## src/rtl/cmp_pkg.sv

```systemverilog
// Shared types and default widths for the shared compare unit.
package cmp_pkg;

    localparam int DEF_DATA_W = 32;
    localparam int DEF_CNT_W  = 16;

    typedef enum logic [2:0] {
        CMP_EQ  = 3'd0,
        CMP_NE  = 3'd1,
        CMP_LT  = 3'd2,
        CMP_GE  = 3'd3,
        CMP_LTU = 3'd4,
        CMP_GEU = 3'd5
    } cmp_op_e;

    typedef enum logic {
        ST_EMPTY = 1'b0,
        ST_FULL  = 1'b1
    } state_e;

endpackage

```

## src/rtl/cmp_rr_arb.sv

```systemverilog
// Two-way round-robin arbiter; priority goes to the requester not granted last.
module cmp_rr_arb (
    input  logic       clk_i,
    input  logic       rst_ni,
    input  logic [1:0] req_i,
    input  logic       en_i,
    output logic [1:0] gnt_o
);

    logic last_q;
    logic last_d;

    always_comb begin
        gnt_o  = 2'b00;
        last_d = last_q;
        if (en_i) begin
            if (req_i == 2'b11) begin
                gnt_o = last_q ? 2'b01 : 2'b10;
            end else begin
                gnt_o = req_i;
            end
        end
        if (gnt_o != 2'b00) begin
            last_d = gnt_o[1];
        end
    end

    // Reset to "last granted = 1" so requester 0 wins the first contention.
    always_ff @(posedge clk_i or negedge rst_ni) begin
        if (!rst_ni) begin
            last_q <= 1'b1;
        end else begin
            last_q <= last_d;
        end
    end

endmodule

```

## src/rtl/cmp_share_ctrl.sv

```systemverilog
// One comparator shared by the branch unit and the ALU, with a single-entry
// result register, round-robin arbitration and saturating per-requester grant counts.
module cmp_share_ctrl
    import cmp_pkg::*;
#(
    parameter int DATA_W = DEF_DATA_W,
    parameter int CNT_W  = DEF_CNT_W
) (
    input  logic                  clk_i,
    input  logic                  rst_ni,
    input  logic [1:0]            req_valid_i,
    output logic [1:0]            req_ready_o,
    input  logic [5:0]            req_op_i,
    input  logic [2*DATA_W-1:0]   req_rs1_i,
    input  logic [2*DATA_W-1:0]   req_rs2_i,
    output logic                  rsp_valid_o,
    input  logic                  rsp_ready_i,
    output logic                  rsp_id_o,
    output logic                  rsp_flag_o,
    output logic [DATA_W-1:0]     rsp_data_o,
    output logic [2*CNT_W-1:0]    gnt_cnt_o,
    input  logic                  cnt_clr_i
);

    // Signed less-than comes from the unsigned one: differing MSBs decide by sign alone.
    function automatic logic cmp_eval(input cmp_op_e op, input logic [DATA_W-1:0] a,
                                      input logic [DATA_W-1:0] b);
        logic eq, ltu, lts;
        eq  = (a == b);
        ltu = (a < b);
        lts = (a[DATA_W-1] ^ b[DATA_W-1]) ? a[DATA_W-1] : ltu;
        case (op)
            CMP_EQ:  cmp_eval = eq;
            CMP_NE:  cmp_eval = !eq;
            CMP_LT:  cmp_eval = lts;
            CMP_GE:  cmp_eval = !lts;
            CMP_LTU: cmp_eval = ltu;
            CMP_GEU: cmp_eval = !ltu;
            default: cmp_eval = 1'b0;
        endcase
    endfunction

    state_e            state_q, state_d;
    logic              id_q, flag_q;
    logic [CNT_W-1:0]  cnt_q [2];
    logic [1:0]        gnt;
    logic              accept_en;
    logic              load;
    logic              sel;
    logic [DATA_W-1:0] op_a, op_b;
    cmp_op_e           op_sel;
    logic              flag_d;

    assign accept_en = rst_ni && ((state_q == ST_EMPTY) || rsp_ready_i);

    cmp_rr_arb u_arb (
        .clk_i  (clk_i),
        .rst_ni (rst_ni),
        .req_i  (req_valid_i),
        .en_i   (accept_en),
        .gnt_o  (gnt)
    );

    assign req_ready_o = gnt;
    assign load        = |gnt;
    assign sel         = gnt[1];
    assign op_a        = sel ? req_rs1_i[2*DATA_W-1:DATA_W] : req_rs1_i[DATA_W-1:0];
    assign op_b        = sel ? req_rs2_i[2*DATA_W-1:DATA_W] : req_rs2_i[DATA_W-1:0];
    assign op_sel      = cmp_op_e'(sel ? req_op_i[5:3] : req_op_i[2:0]);
    assign flag_d      = cmp_eval(op_sel, op_a, op_b);

    always_comb begin
        state_d = state_q;
        case (state_q)
            ST_EMPTY: if (load) state_d = ST_FULL;
            ST_FULL:  if (rsp_ready_i && !load) state_d = ST_EMPTY;
            default:  state_d = ST_EMPTY;
        endcase
    end

    always_ff @(posedge clk_i or negedge rst_ni) begin
        if (!rst_ni) begin
            state_q <= ST_EMPTY;
            id_q    <= 1'b0;
            flag_q  <= 1'b0;
        end else begin
            state_q <= state_d;
            if (load) begin
                id_q   <= sel;
                flag_q <= flag_d;
            end
        end
    end

    // Clear wins over a same-cycle grant; counts stick at all-ones.
    for (genvar i = 0; i < 2; i++) begin : g_cnt
        always_ff @(posedge clk_i or negedge rst_ni) begin
            if (!rst_ni) begin
                cnt_q[i] <= '0;
            end else if (cnt_clr_i) begin
                cnt_q[i] <= '0;
            end else if (gnt[i] && (cnt_q[i] != {CNT_W{1'b1}})) begin
                cnt_q[i] <= cnt_q[i] + 1'b1;
            end
        end
    end

    assign rsp_valid_o = (state_q == ST_FULL);
    assign rsp_id_o    = id_q;
    assign rsp_flag_o  = flag_q;
    assign rsp_data_o  = {{(DATA_W-1){1'b0}}, flag_q};
    assign gnt_cnt_o   = {cnt_q[1], cnt_q[0]};

endmodule

```

## config.mk

```make
export PLATFORM = sky130hd
export DESIGN_NAME = cmp_share_ctrl
export DESIGN_NICKNAME = d
export VERILOG_FILES = /design/src/rtl/cmp_pkg.sv /design/src/rtl/cmp_rr_arb.sv /design/src/rtl/cmp_share_ctrl.sv
export SDC_FILE = /design/constraint.sdc
export NUM_CORES = 1
export LEC_CHECK = 0
export BUFFER_PORTS_ARGS = -buffer_cell sky130_fd_sc_hd__buf_2
export CAP_MARGIN = 15
export CORE_MARGIN = 8
export CORE_UTILIZATION = 45
export DETAILED_ROUTE_END_ITERATION = 12
export GPL_ROUTABILITY_DRIVEN = 1
export HOLD_SLACK_MARGIN = 0.03
export PLACE_DENSITY = 0.84
export RECOVER_POWER = 25
export SKIP_CTS_REPAIR_TIMING = 1
export SLEW_MARGIN = 30
export SYNTH_ARGS = -nofsm -noshare
export SYNTH_HDL_FRONTEND = slang
export SYNTH_SLANG_ARGS = --single-unit
```

## constraint.sdc

```tcl
create_clock -name clk_i -period 3.4 [get_ports clk_i]
set_input_delay 0 -clock clk_i [delete_from_list [all_inputs] [get_ports clk_i]]
set_output_delay 0 -clock clk_i [all_outputs]
set_load 0.01 [all_outputs]
```

==> summary.md <==
| Metric | Value |
|---|---|
| First-pass GRT wire length | `around 18 mm` |
| Vias | `3651` |
| Slowest library cell on the worst path | `ha_1` |
| Reg2reg setup slack | `0.38 ns` |
| Final GP Congestion | `0.899` |
| HP Class | `input pin to flop` |
| Routed vias/inst | `4.99` |
| Setup ws final | `0.382 ns` |
| Drt drc | `0` |
| Mean cell area of the mapped netlist | `~7.9 µm²` |
| Synth async-reset ratio | `100%` |
| Commonest non-fill, non-tap cell in the layout | `buf_2` |
| Critical Path RT | `3.56 ns` |
| Minimum clock period | `about 3 ns` |
| Num CTS Buffers | `5` |
| Final hold vios | `0` |
| Ant. Diodes | `0` |
| Status | `complete, no violations` |
| Hold Path Depth | `3` |
| Post-synth top area share | `about 24%` |
| Port buffer count | `177` |
| Leading cell types in the layout, fill and taps excluded | `buf_2, nand2_1, nor2_1, dfrtp_1, ha_1` |
| Clock transition at path regs | `0.07 ns` |
| Die H | `~110 µm` |
| Reg power frac | `36.3%` |
| Worst-Margin Slew | `0.588 ns` |
| CTS tree | `built` |
| Synth Flop Type | `dfrtp_1` |
| Largest family of logic cells by synthesized area | `simple AND/OR/NAND/NOR gates` |
| Post-Synth Simple-Gate Area | `29.3%` |
| Max Clock Skew | `0.00917 ns` |
| DRT Wirelength | `11.0 mm` |
| Int Power | `849 µW` |
| Total GRT Usage | `about a fifth` |
| NumNets Final | `803` |
| Core footprint | `around 8000 µm²` |
| Max Slew Vio Count | `0` |
| Crit-path max FO | `8` |
| Power density over cell area | `270 nW/µm²` |
| Area growth, synth to finish | `27.5%` |
| Initial antenna violation count | `0` |
| Longest Clk Path Bufs | `2` |
| DR WL/cell | `15.0 µm` |
| Initial core utilization | `46.5%` |
| Die area | `11100 µm²` |
| Count of state elements after synthesis | `36` |
| CTS Sinks | `36` |
| Vias in the first global route | `3999` |
| Inst Count DP | `a little over 700` |
| Cells after Synth | `between 400 and 500` |
| Peak Freq | `331 MHz` |
| Largest net degree at the start of global routing | `49` |
| P_sw | `around 390 µW` |
| Min-delay src | `rsp_ready_i` |
| Detailed placement HPWL | `about 9.4 mm` |
| Crit Reg-Reg Endpoint | `rsp_flag_o$_DFFE_PN0P_` |
| # setup viols final | `0` |
| Share of cells above drive strength 1 | `32.1%` |
| DR iter-0 viols | `106` |
| Setup WS pre-CTS | `~0.31 ns` |
| Routed Antenna Nets | `0` |
| Count of cell types in the netlist | `55` |
| # IOs | `209` |
| WS Path Type | `flop to flop` |
| WHS Endpoint | `rsp_valid_o$_DFF_PN0_` |
| Setup_tns | `0 ns` |
| Synth top area cells | `dfrtp_1, nand2_1, ha_1` |
| Max H-tree Level | `2` |
| Post-synthesis compound-gate area fraction | `7.73%` |
| CTS root buf | `clkbuf_8` |
| CP endpoint kind | `flop` |
| Post-synth EDFFs | `0` |
| Sequence of cells on the critical path | `or2b_2, nand3_2, mux2_2, ha_1, nand4_1, nor4_2, nor3b_1, nand2_1, xnor2_1, a211oi_1, a21oi_1` |
| Period utilization | `88.8%` |
| Net Sw Frac | `31.7%` |
| Max-Cap Viols | `0` |
| Adder-Cell Fraction of Synth Area | `11.8%` |
| Clock power share | `29.4%` |
| Clk Latency, worst-skew pair | `0.28 ns` |
| R2R depth | `11` |
| FP Rows | `32` |
| Die width | `between 100 and 150 µm` |
| Pwr Total | `1.24 mW` |
| Worst EP arrival | `about 3.2 ns` |
| Unrepaired setup endpoints after global routing | `no` |
| Synthesis warning total | `0` |
| Post-synthesis mux area share | `approximately a tenth` |
| Finished Layout Cells | `about 730` |
| Maximum vdd drop | `0.129 mV` |
| RR Startpoint | `rsp_valid_o$_DFF_PN0_` |
| Synth area leader | `dfrtp_1` |
| Sequential area share after synthesis | `roughly a quarter` |
| Residual overflow from global routing | `0` |
| Comb pwr share | `between 30% and 40%` |
| Synth Area in XOR/XNOR | `7.52%` |
| Lkg Pwr | `2.52 nW` |
| Delay of the slowest cell on the worst path | `around 0.41 ns` |
| Setup crit start kind | `flop` |
| DR pass1 iterations | `4` |
| Slew margin rel. | `60.8%` |
| Mapped cell area | `3610 µm²` |
cells in the mapped netlist (6+ instances only):
library cell and n:
nand3_1 17, nand2_1 129, mux2i_1 33, dfrtp_1 35, buf_4 32, xnor2_1 7, a21oi_1 19, nand4_1 11
clkbuf_1 6, xor2_1 24, ha_1 34, nor2_1 38
metrics by stage:
step | util, % | area [µm²] | hold slack (ns)
2_1_floorplan | - | 3720 | -0.296
3_3_place_gp | 57.6 | 4480 | 0.157
3_5_place_dp | 57.6 | 4480 | 0.160
4_1_cts | 59.0 | 4580 | -0.147
5_1_grt | 59.2 | 4600 | 0.0521
6_report | 59.2 | 4600 | 0.0292
flip-flops by register name, indices dropped and copies added, names as in the netlist:
| register | cells |
|---|---|
| gnt_cnt_o | 32 |
| u_arb.last_q | 1 |
| rsp_valid_o | 1 |
| rsp_id_o | 1 |
| rsp_flag_o | 1 |
routing by layer:
layer  GRT usage (%)  routed length, µm  vias to the layer above
li1                -                  -                     1851
met1            21.1               4350                     1651
met2            36.7               5730                      145
met3            5.36                846                        4
met4            2.81                 51                        0
met5               0                  0                        -
kinds of logic after synthesis:
group,count (synthesis)
other cells,1
flops,36
xor+xnor,31
simple gates,227
compound gates,41
buf+inv,52
fa+ha+maj,34
mux,34
critical path: cells and delay by family (launching register included):
kind | cells | cell delay (ns)
muxes | 1 | 0.35
adders and majority gates | 1 | 0.41
xor gates and xnor gates | 1 | 0.13
DFF | 1 | 0.34
and+or+nand+nor | 6 | 1.36
AOI/OAI and AO/OA | 2 | 0.31
layout make-up:
type                            instances  area [µm²]
Inverter                                5        18.8
Fill cell                             711        3170
Multi-Input combinational cell        398        2500
Timing Repair Buffer                  183         947
Clock inverter                          2        35.0
Tap cell                              102         128
Clock buffer                            6        72.6
Sequential cell                        36         902
how the worst max path moves through the flow:
| stage | startpoint | to | cells past startpoint |
|---|---|---|---|
| CTS | rsp_valid_o$_DFF_PN0_ | rsp_flag_o$_DFFE_PN0P_ | 13 |
| global route | rsp_valid_o$_DFF_PN0_ | rsp_flag_o$_DFFE_PN0P_ | 11 |
| finish | rsp_valid_o$_DFF_PN0_ | rsp_flag_o$_DFFE_PN0P_ | 11 |
| detailed placement | rsp_valid_o$_DFF_PN0_ | rsp_flag_o$_DFFE_PN0P_ | 11 |
| floorplan | rsp_valid_o$_DFF_PN0_ | rsp_flag_o$_DFFE_PN0P_ | 15 |
| global placement | rsp_valid_o$_DFF_PN0_ | rsp_flag_o$_DFFE_PN0P_ | 11 |
power groups by stage:
| stage | logic [mW] | clock network [mW] | registers [mW] |
|---|---|---|---|
| after floorplan | 0.284 | 0 | 0.461 |
| after global placement | 0.412 | 0 | 0.458 |
| after detailed placement | 0.422 | 0 | 0.459 |
| after CTS | 0.424 | 0.375 | 0.450 |
| after global routing | 0.488 | 0.394 | 0.452 |
| final | 0.426 | 0.365 | 0.451 |
Power figures use the tool's default switching activity.
